File: src/rtl/seven_seg_scan_driver.sv
// N-digit multiplexed seven-segment driver with a sequential double-dabble binary-to-BCD converter.
// Optional build macro SEVSEG_LEADING_ZERO_BLANK_EN blanks leading zero digits.
module seven_seg_scan_driver #(
   parameter int unsigned NUM_DIGITS = 4,
   parameter int unsigned BIN_WIDTH  = 13,
   parameter int unsigned PRESCALE_W = 18
) (
   input  logic                  clk,
   input  logic                  rst,
   input  logic                  num_valid,
   input  logic [BIN_WIDTH-1:0]  num,
   input  logic                  hex_mode,
   output logic                  num_ready,
   output logic                  conv_done,
   output logic [NUM_DIGITS-1:0] anode,
   output logic [6:0]            seg
);

   localparam int unsigned DIG_W  = 4 * NUM_DIGITS;
   localparam int unsigned IDX_W  = (NUM_DIGITS > 1) ? $clog2(NUM_DIGITS) : 1;
   localparam int unsigned CNT_W  = $clog2(BIN_WIDTH + 1);
   localparam int unsigned WIDE_W = (BIN_WIDTH > 40) ? BIN_WIDTH : 40;

   function automatic logic [WIDE_W-1:0] pow10(input int unsigned n);
      logic [WIDE_W-1:0] p;
      p = WIDE_W'(1);
      for (int unsigned i = 0; i < n; i++) p = p * WIDE_W'(10);
      return p;
   endfunction

   localparam logic [WIDE_W-1:0] DEC_LIMIT = pow10(NUM_DIGITS);

   function automatic logic [6:0] glyph(input logic [3:0] d);
      logic [6:0] g;
      case (d)
         4'h0: g = 7'b0000001;
         4'h1: g = 7'b1001111;
         4'h2: g = 7'b0010010;
         4'h3: g = 7'b0000110;
         4'h4: g = 7'b1001100;
         4'h5: g = 7'b0100100;
         4'h6: g = 7'b0100000;
         4'h7: g = 7'b0001111;
         4'h8: g = 7'b0000000;
         4'h9: g = 7'b0000100;
         4'hA: g = 7'b0001000;
         4'hB: g = 7'b1100000;
         4'hC: g = 7'b0110001;
         4'hD: g = 7'b1000010;
         4'hE: g = 7'b0110000;
         default: g = 7'b0111000;
      endcase
      return g;
   endfunction

   typedef enum logic [1:0] {IDLE, SHIFT, UPDATE} state_t;

   state_t                     state_q, state_d;
   logic [BIN_WIDTH-1:0]       shreg_q, shreg_d;
   logic [DIG_W-1:0]           bcd_q, bcd_d;
   logic [CNT_W-1:0]           cnt_q, cnt_d;
   logic                       ovf_pend_q, ovf_pend_d;
   logic [NUM_DIGITS-1:0][3:0] disp_q, disp_d;
   logic                       disp_ovf_q, disp_ovf_d;
   logic                       conv_done_q, conv_done_d;
   logic [PRESCALE_W-1:0]      presc_q, presc_d;
   logic [IDX_W-1:0]           idx_q, idx_d;
   logic [NUM_DIGITS-1:0]      anode_q, anode_d;
   logic [6:0]                 seg_q, seg_d;

   logic [DIG_W-1:0]           bcd_adj;
   logic [WIDE_W-1:0]          num_wide;
   logic [NUM_DIGITS-1:0]      blank;
   logic                       accept;
`ifdef SEVSEG_LEADING_ZERO_BLANK_EN
   logic                       lz_seen;
`endif

   assign num_ready = (state_q == IDLE);
   assign accept    = num_valid && num_ready;
   assign num_wide  = WIDE_W'(num);

   // Converter: hex values bypass the shift phase and go straight to UPDATE.
   always_comb begin
      state_d     = state_q;
      shreg_d     = shreg_q;
      bcd_d       = bcd_q;
      cnt_d       = cnt_q;
      ovf_pend_d  = ovf_pend_q;
      disp_d      = disp_q;
      disp_ovf_d  = disp_ovf_q;
      conv_done_d = 1'b0;

      bcd_adj = bcd_q;
      for (int unsigned i = 0; i < NUM_DIGITS; i++) begin
         if (bcd_q[4*i +: 4] >= 4'd5) bcd_adj[4*i +: 4] = bcd_q[4*i +: 4] + 4'd3;
      end

      case (state_q)
         IDLE: begin
            if (accept) begin
               shreg_d = num;
               cnt_d   = CNT_W'(BIN_WIDTH - 1);
               if (hex_mode) begin
                  bcd_d      = DIG_W'(num_wide);
                  ovf_pend_d = (num_wide >> DIG_W) != '0;
                  state_d    = UPDATE;
               end else begin
                  bcd_d      = '0;
                  ovf_pend_d = (num_wide >= DEC_LIMIT);
                  state_d    = SHIFT;
               end
            end
         end
         SHIFT: begin
            // Digits above NUM_DIGITS fall off the top; overflow already covers that case.
            bcd_d   = DIG_W'({bcd_adj, shreg_q[BIN_WIDTH-1]});
            shreg_d = shreg_q << 1;
            if (cnt_q == '0) state_d = UPDATE;
            else             cnt_d   = cnt_q - 1'b1;
         end
         UPDATE: begin
            disp_d      = bcd_q;
            disp_ovf_d  = ovf_pend_q;
            conv_done_d = 1'b1;
            state_d     = IDLE;
         end
         default: state_d = IDLE;
      endcase
   end

   always_comb begin
      presc_d = presc_q + 1'b1;
      idx_d   = idx_q;
      if (presc_q == '1) begin
         idx_d = (idx_q == '0) ? IDX_W'(NUM_DIGITS - 1) : idx_q - 1'b1;
      end

      blank = '0;
`ifdef SEVSEG_LEADING_ZERO_BLANK_EN
      // Digit 0 is never blanked so a zero value still shows a single "0".
      lz_seen = 1'b0;
      for (int unsigned i = NUM_DIGITS - 1; i > 0; i--) begin
         lz_seen  = lz_seen | (disp_q[i] != 4'd0);
         blank[i] = !lz_seen && !disp_ovf_q;
      end
`endif

      anode_d = ~(NUM_DIGITS'(1) << idx_q);
      if (disp_ovf_q)          seg_d = 7'b1111110;
      else if (blank[idx_q])   seg_d = 7'b1111111;
      else                     seg_d = glyph(disp_q[idx_q]);
   end

   always_ff @(posedge clk) begin
      if (rst) begin
         state_q     <= IDLE;
         shreg_q     <= '0;
         bcd_q       <= '0;
         cnt_q       <= '0;
         ovf_pend_q  <= 1'b0;
         disp_q      <= '0;
         disp_ovf_q  <= 1'b0;
         conv_done_q <= 1'b0;
         presc_q     <= '0;
         idx_q       <= IDX_W'(NUM_DIGITS - 1);
         anode_q     <= '1;
         seg_q       <= '1;
      end else begin
         state_q     <= state_d;
         shreg_q     <= shreg_d;
         bcd_q       <= bcd_d;
         cnt_q       <= cnt_d;
         ovf_pend_q  <= ovf_pend_d;
         disp_q      <= disp_d;
         disp_ovf_q  <= disp_ovf_d;
         conv_done_q <= conv_done_d;
         presc_q     <= presc_d;
         idx_q       <= idx_d;
         anode_q     <= anode_d;
         seg_q       <= seg_d;
      end
   end

   assign conv_done = conv_done_q;
   assign anode     = anode_q;
   assign seg       = seg_q;

endmodule

File: config.mk
export PLATFORM = sky130hd
export DESIGN_NAME = seven_seg_scan_driver
export DESIGN_NICKNAME = d
export VERILOG_FILES = /design/src/rtl/seven_seg_scan_driver.sv
export SDC_FILE = /design/constraint.sdc
export NUM_CORES = 1
export LEC_CHECK = 0
export ABC_AREA = 1
export BUFFER_PORTS_ARGS = -buffer_cell sky130_fd_sc_hd__buf_2
export CORE_MARGIN = 3
export CORE_UTILIZATION = 45
export DETAILED_ROUTE_END_ITERATION = 8
export MAX_ROUTING_LAYER = met4
export SLEW_MARGIN = 15
export SYNTH_ARGS = -nofsm -noshare
export SYNTH_HDL_FRONTEND = slang
export SYNTH_SLANG_ARGS = --single-unit
File: constraint.sdc
create_clock -name clk -period 2.85 [get_ports clk]
set_clock_uncertainty 0.05 [all_clocks]
set_input_delay 0.57 -clock clk [delete_from_list [all_inputs] [get_ports clk]]
set_output_delay 0.57 -clock clk [all_outputs]
set_load 0.1 [all_outputs]
# After elaboration in Yosys (flattened, before gate mapping)
# Memories as Yosys holds them, arrays and structs flattened.
# Cells that the tools add are included.
# op_classes
n_addsub	7
n_lt_le_gt_ge	6
eq_ne	6
shifts	1
mux	25
bitwise_logic	1
reduce_logical	10
# ops
cell	n
case mux 16 bit (2 select lines)	1
2-to-1 mux 13 bit	2
case mux 13 bit (2 select lines)	1
2-to-1 mux 4 bit	6
adder 18 x 1 -> 18 bit (second input constant)	1
equality test 18 bit (second input constant)	1
>= comparator 4 x 3 -> 1 bit (second input constant)	4
2-to-1 mux 16 bit	1
>= comparator 13 x 14 -> 1 bit (second input constant)	1
adder 4 x 2 -> 4 bit (second input constant)	3
binary-select mux 4 bit (select 2 bit)	1
2-to-1 mux 2 bit	4
case mux 4 bit (2 select lines)	1
AND reduction 2 bit	3
2-to-1 mux 1 bit	5
zero test 2 bit	2
zero test 4 bit	1
!= test 2 bit (second input constant)	2
inverter 4 bit	1
case mux 2 bit (2 select lines)	1
left shift 1 x 2 -> 4 bit (first input constant)	1
subtractor 4 x 1 -> 4 bit (second input constant)	1
adder 3 x 2 -> 3 bit (second input constant)	1
< comparator 2 x 3 -> 1 bit (second input constant)	1
10 further kinds	10
# word_totals
ff_bits	85
rom_bits	112
in_bits	17
wordCells	73
memories	1
# memory_table
memory	depth	width	rd	rd_clocked_by_memory_dff	wr	line_no	rtl
(no name shown)	16	7	1	0	0	35	case (d)

# Longest topological paths before layout
# An unclocked memory read counts as a cell.
# logic_depth
word_depth	5
ltp_mapped	11
mapped_depth_nobuf	10

# Worst setup path before layout
# OpenSTA, ideal clock, no wires.
# synth_timing
kind	register -> output
from	register state_q[0]
to	output port num_ready
t_arrival_ps	1621
slack_ps	609
stages_incl_launch_ff	2
path_buffers	0
path_cell_list	dfxtp_1 nor2_1
# synth_via
elab_chain_len	1
# synth_lines
item	line_no	rtl
start: declaration	58	state_t state_q, state_d;
start signal: assignment	170	state_q <= state_d;
zero test 2 bit	79	assign num_ready = (state_q == IDLE);
end: declaration	13	output logic num_ready,
# No other way between the ends.

# Final worst setup path
# layout_timing
from	register state_q[1]
to	register bcd_q[11]
# layout_via
elab_chain_len	4
# layout_lines
item	line_no	rtl
zero test 2 bit	79, 99	
logical AND 1 bit	80	assign accept = num_valid && num_ready;
!= test 2 x 1 -> 1 bit (no source line)	-	
AND reduction 2 bit (no source line)	-	
end signal: assignment	159	bcd_q <= '0;
end signal: assignment	172	bcd_q <= bcd_d;
end: declaration	60	logic [DIG_W-1:0] bcd_q, bcd_d;
# Several ways; a longest one is shown, not always the timed one.
# A chain may end at the register's enable or synchronous reset.

==> results.cfg <==
[sta]
maxSlewHeadroom = 0.5424
drv_slew = 0
fin_setup_tns_ps = 0
rsz0062_at_grt = no
fmax_mhz = 500.2
finalCriticalPeriod_ps = 1999
setup_viol = 0
worst_slew_pin_slew_ps = 685.6
hold_viol = 0
timing.final.crit_share = 0.7014

[clock_tree]
cts-htree-levels = 3
cts_resized = 0
cts_sinks = 83
cts_made_buffers = 9
tritoncts = built
cts_buffer_depth = 2
clk_pin_slew_worst_paths_ps = 80
hold_buffers = 0
post_cts_buffers = 0
insertion_delay_ps = 360
clock-root-buffer = clkbuf_8

[synthesis]
synth_top_cell_by_area = dfxtp_1
synth_flop_cell = dfxtp_1
synth-compound-area-share = 0.1874
yosysSeqAreaShare = 0.4034
ys_warn_count = 0
synth_edf_count = 0
synth_most_common_cell = nand2_1
synthAdderAreaFrac = 0.06075
yosys.area.top_type_share = 0.4034
synthXorXnorAreaFrac = 0.006379
synth.area.mux_share = 0
avgSynthCellArea_um2 = 7.201
synth_cell_types = 31
synthTopCellsByCount = nand2_1 (132), dfxtp_1 (83), o21ai_0 (61)
synthSimpleGateAreaFrac = 0.2543
synth_seq_cells = 83
ys_top_cells_by_area = dfxtp_1 (40%), nand2_1 (12%), o21ai_0 (7.4%), a21oi_1 (6.8%), ha_1 (6.1%)
synth_top_family_by_area = simple AND/OR/NAND/NOR gates
ys_async_sr_fraction = 0
syn_nets = 609
synth_area_um2 = 4119
syn_inst = 572

[placement]
place_congestion = 0.8585
hpwl_um = 6290
post_dp_cell_area_um2 = 4293
portBuffers = 29

[grt]
gr-usage-met3 = 0.05303
grt_overflow = 0
use_met1 = 0.2486
grt_pass1_wl_um = 15340
track_usage = 0.1884
met2_usage = 0.2882
grt_max_degree = 36
antenna_found_initial = 0
grt_pass1_vias = 3370
grt_busiest_layer = met2

[setup_path]
cp_cell_sequence = inv_2 > nand2_2 > nand2_2 > inv_2 > a21oi_1 > o21ai_0 > inv_1
r2r_cells = 7
r2r_setup_slack_ps = 850
arrival_ps = 2200
setup.worst_path.class = flip-flop to flip-flop
end_kind = flip-flop
critPathLaunchType = flip-flop
critPathMaxStageDelay_ps = 410
crit_required_ps = 3050
path_max_fanout = 29
crit_slowest_cell = inv_2

[floorplanning]
row_count = 34
fp.dieH_um = 101.7
fp.dieW_um = 101.7
coreArea_um2 = 8806
dieArea_um2 = 10340
io_pins = 30
initial_core_util = 0.4677

[drt]
drc = 0
num_vias = 3697
vias_per_cell = 5.244
ant_nets = 0
first_pass_iters = 5
wire_per_inst_um = 12.76
drt_iter0_markers = 181
wl_um = 8998

[finish]
nFillCells = 855
final_util = 0.5134
synthToLayoutAreaGrowth_pct = 9.751
final_nets = 629
diodes = 0
final_area_um2 = 4521
drive_above_1_share = 0.1156

[power]
vdd_drop_max_v = 0.0002732
power_density_nw_per_um2 = 592.6
p_leak_nw = 1.880

[flow_run]
drv_cap = 0

[status]
status = finished, final reports clean

[hold_path]
hold_depth = 1
hp-class = flip-flop to flip-flop
[sequential cells by signal (all words and copies together) (netlist names)]
signal	cells
anode	4
bcd_q	16
cnt_q	4
conv_done	1
disp_q	16
idx_q	2
presc_q	18
seg	7
shreg_q	13
state_q	2
[area by class of cell]
class | count | area (µm²) | area share
multi-input cells | 409 | 2096 | 0.4636
flip-flops and latches | 83 | 1662 | 0.3676
inverters | 56 | 212.7 | 0.04705
repair buffers | 33 | 187.7 | 0.04152
clock buffers | 12 | 155.1 | 0.03432
well taps | 108 | 135.1 | 0.02989
clock inverters | 4 | 72.57 | 0.01605
[critical path, delay by kind of cell, from the launching register on]
family / cells / cell delay (ps)
flops: 1 / 380
simple gates: 2 / 710
buf+inv: 3 / 530
compound gates: 2 / 200
[cell usage in the layout (no fill, tap or decap)]
cell,netlist,layout
a21oi_1,56,56
a31oi_1,17,17
buf_12,0,1
buf_2,7,29
buf_4,1,3
bufinv_16,0,2
clkbuf_1,9,1
clkbuf_8,0,11
clkinv_2,0,1
clkinvlp_4,0,1
dfxtp_1,83,83
ha_1,20,20
inv_1,50,50
inv_2,5,5
inv_4,1,1
nand2_1,132,132
nand2_2,4,4
nand2_4,1,1
nand3_1,46,46
nand3_2,3,3
nand3b_1,1,1
nand4_1,7,7
nor2_1,36,36
nor2_2,3,3
nor3_1,3,3
nor3_2,1,1
o211ai_1,6,6
o21a_1,1,1
o21ai_0,61,61
o21ai_2,1,1
o22ai_1,3,3
or2_0,2,2
or2_2,2,2
xor2_1,3,3
[metrics by stage]
step | instances | worst slack [ps] | hold slack [ps] | total power [mW]
finish | 705 | 851.0 | 404.3 | 2.679
global route | 705 | 558.9 | 435.5 | 2.820
CTS | 705 | 857.8 | 406.7 | 2.708
detailed placement | 689 | 890.3 | 394.5 | 1.739
global placement | 689 | 895.7 | 396.8 | 1.734
floorplan | 572 | 609.0 | 372.3 | 1.658
[kinds of logic after synthesis]
| family | Yosys count |
|---|---|
| compound gates | 145 |
| flops | 83 |
| buf+inv | 80 |
| fa+ha+maj | 20 |
| xor+xnor | 3 |
| simple gates | 241 |
[path summary, 6_finish.rpt]
check,endpoint,start
max,bcd_q[11],state_q[1]
min reg2reg,cnt_q[0],cnt_q[0]
min,cnt_q[0],cnt_q[0]
max reg2reg,bcd_q[11],state_q[1]
[power breakdown]
group | internal, mW | switching, mW
combinational | 0.120 | 0.310
sequential | 1.23 | 0.0491
clock | 0.541 | 0.424
total | 1.90 | 0.783
[per-layer routing]
metal | wire length, µm | vias up
li1 | - | 1945
met1 | 4498 | 1677
met2 | 4090 | 71
met3 | 381 | 4
met4 | 28 | 0
met5 | 0 | -
No activity file was read; power rests on OpenSTA's default activity.
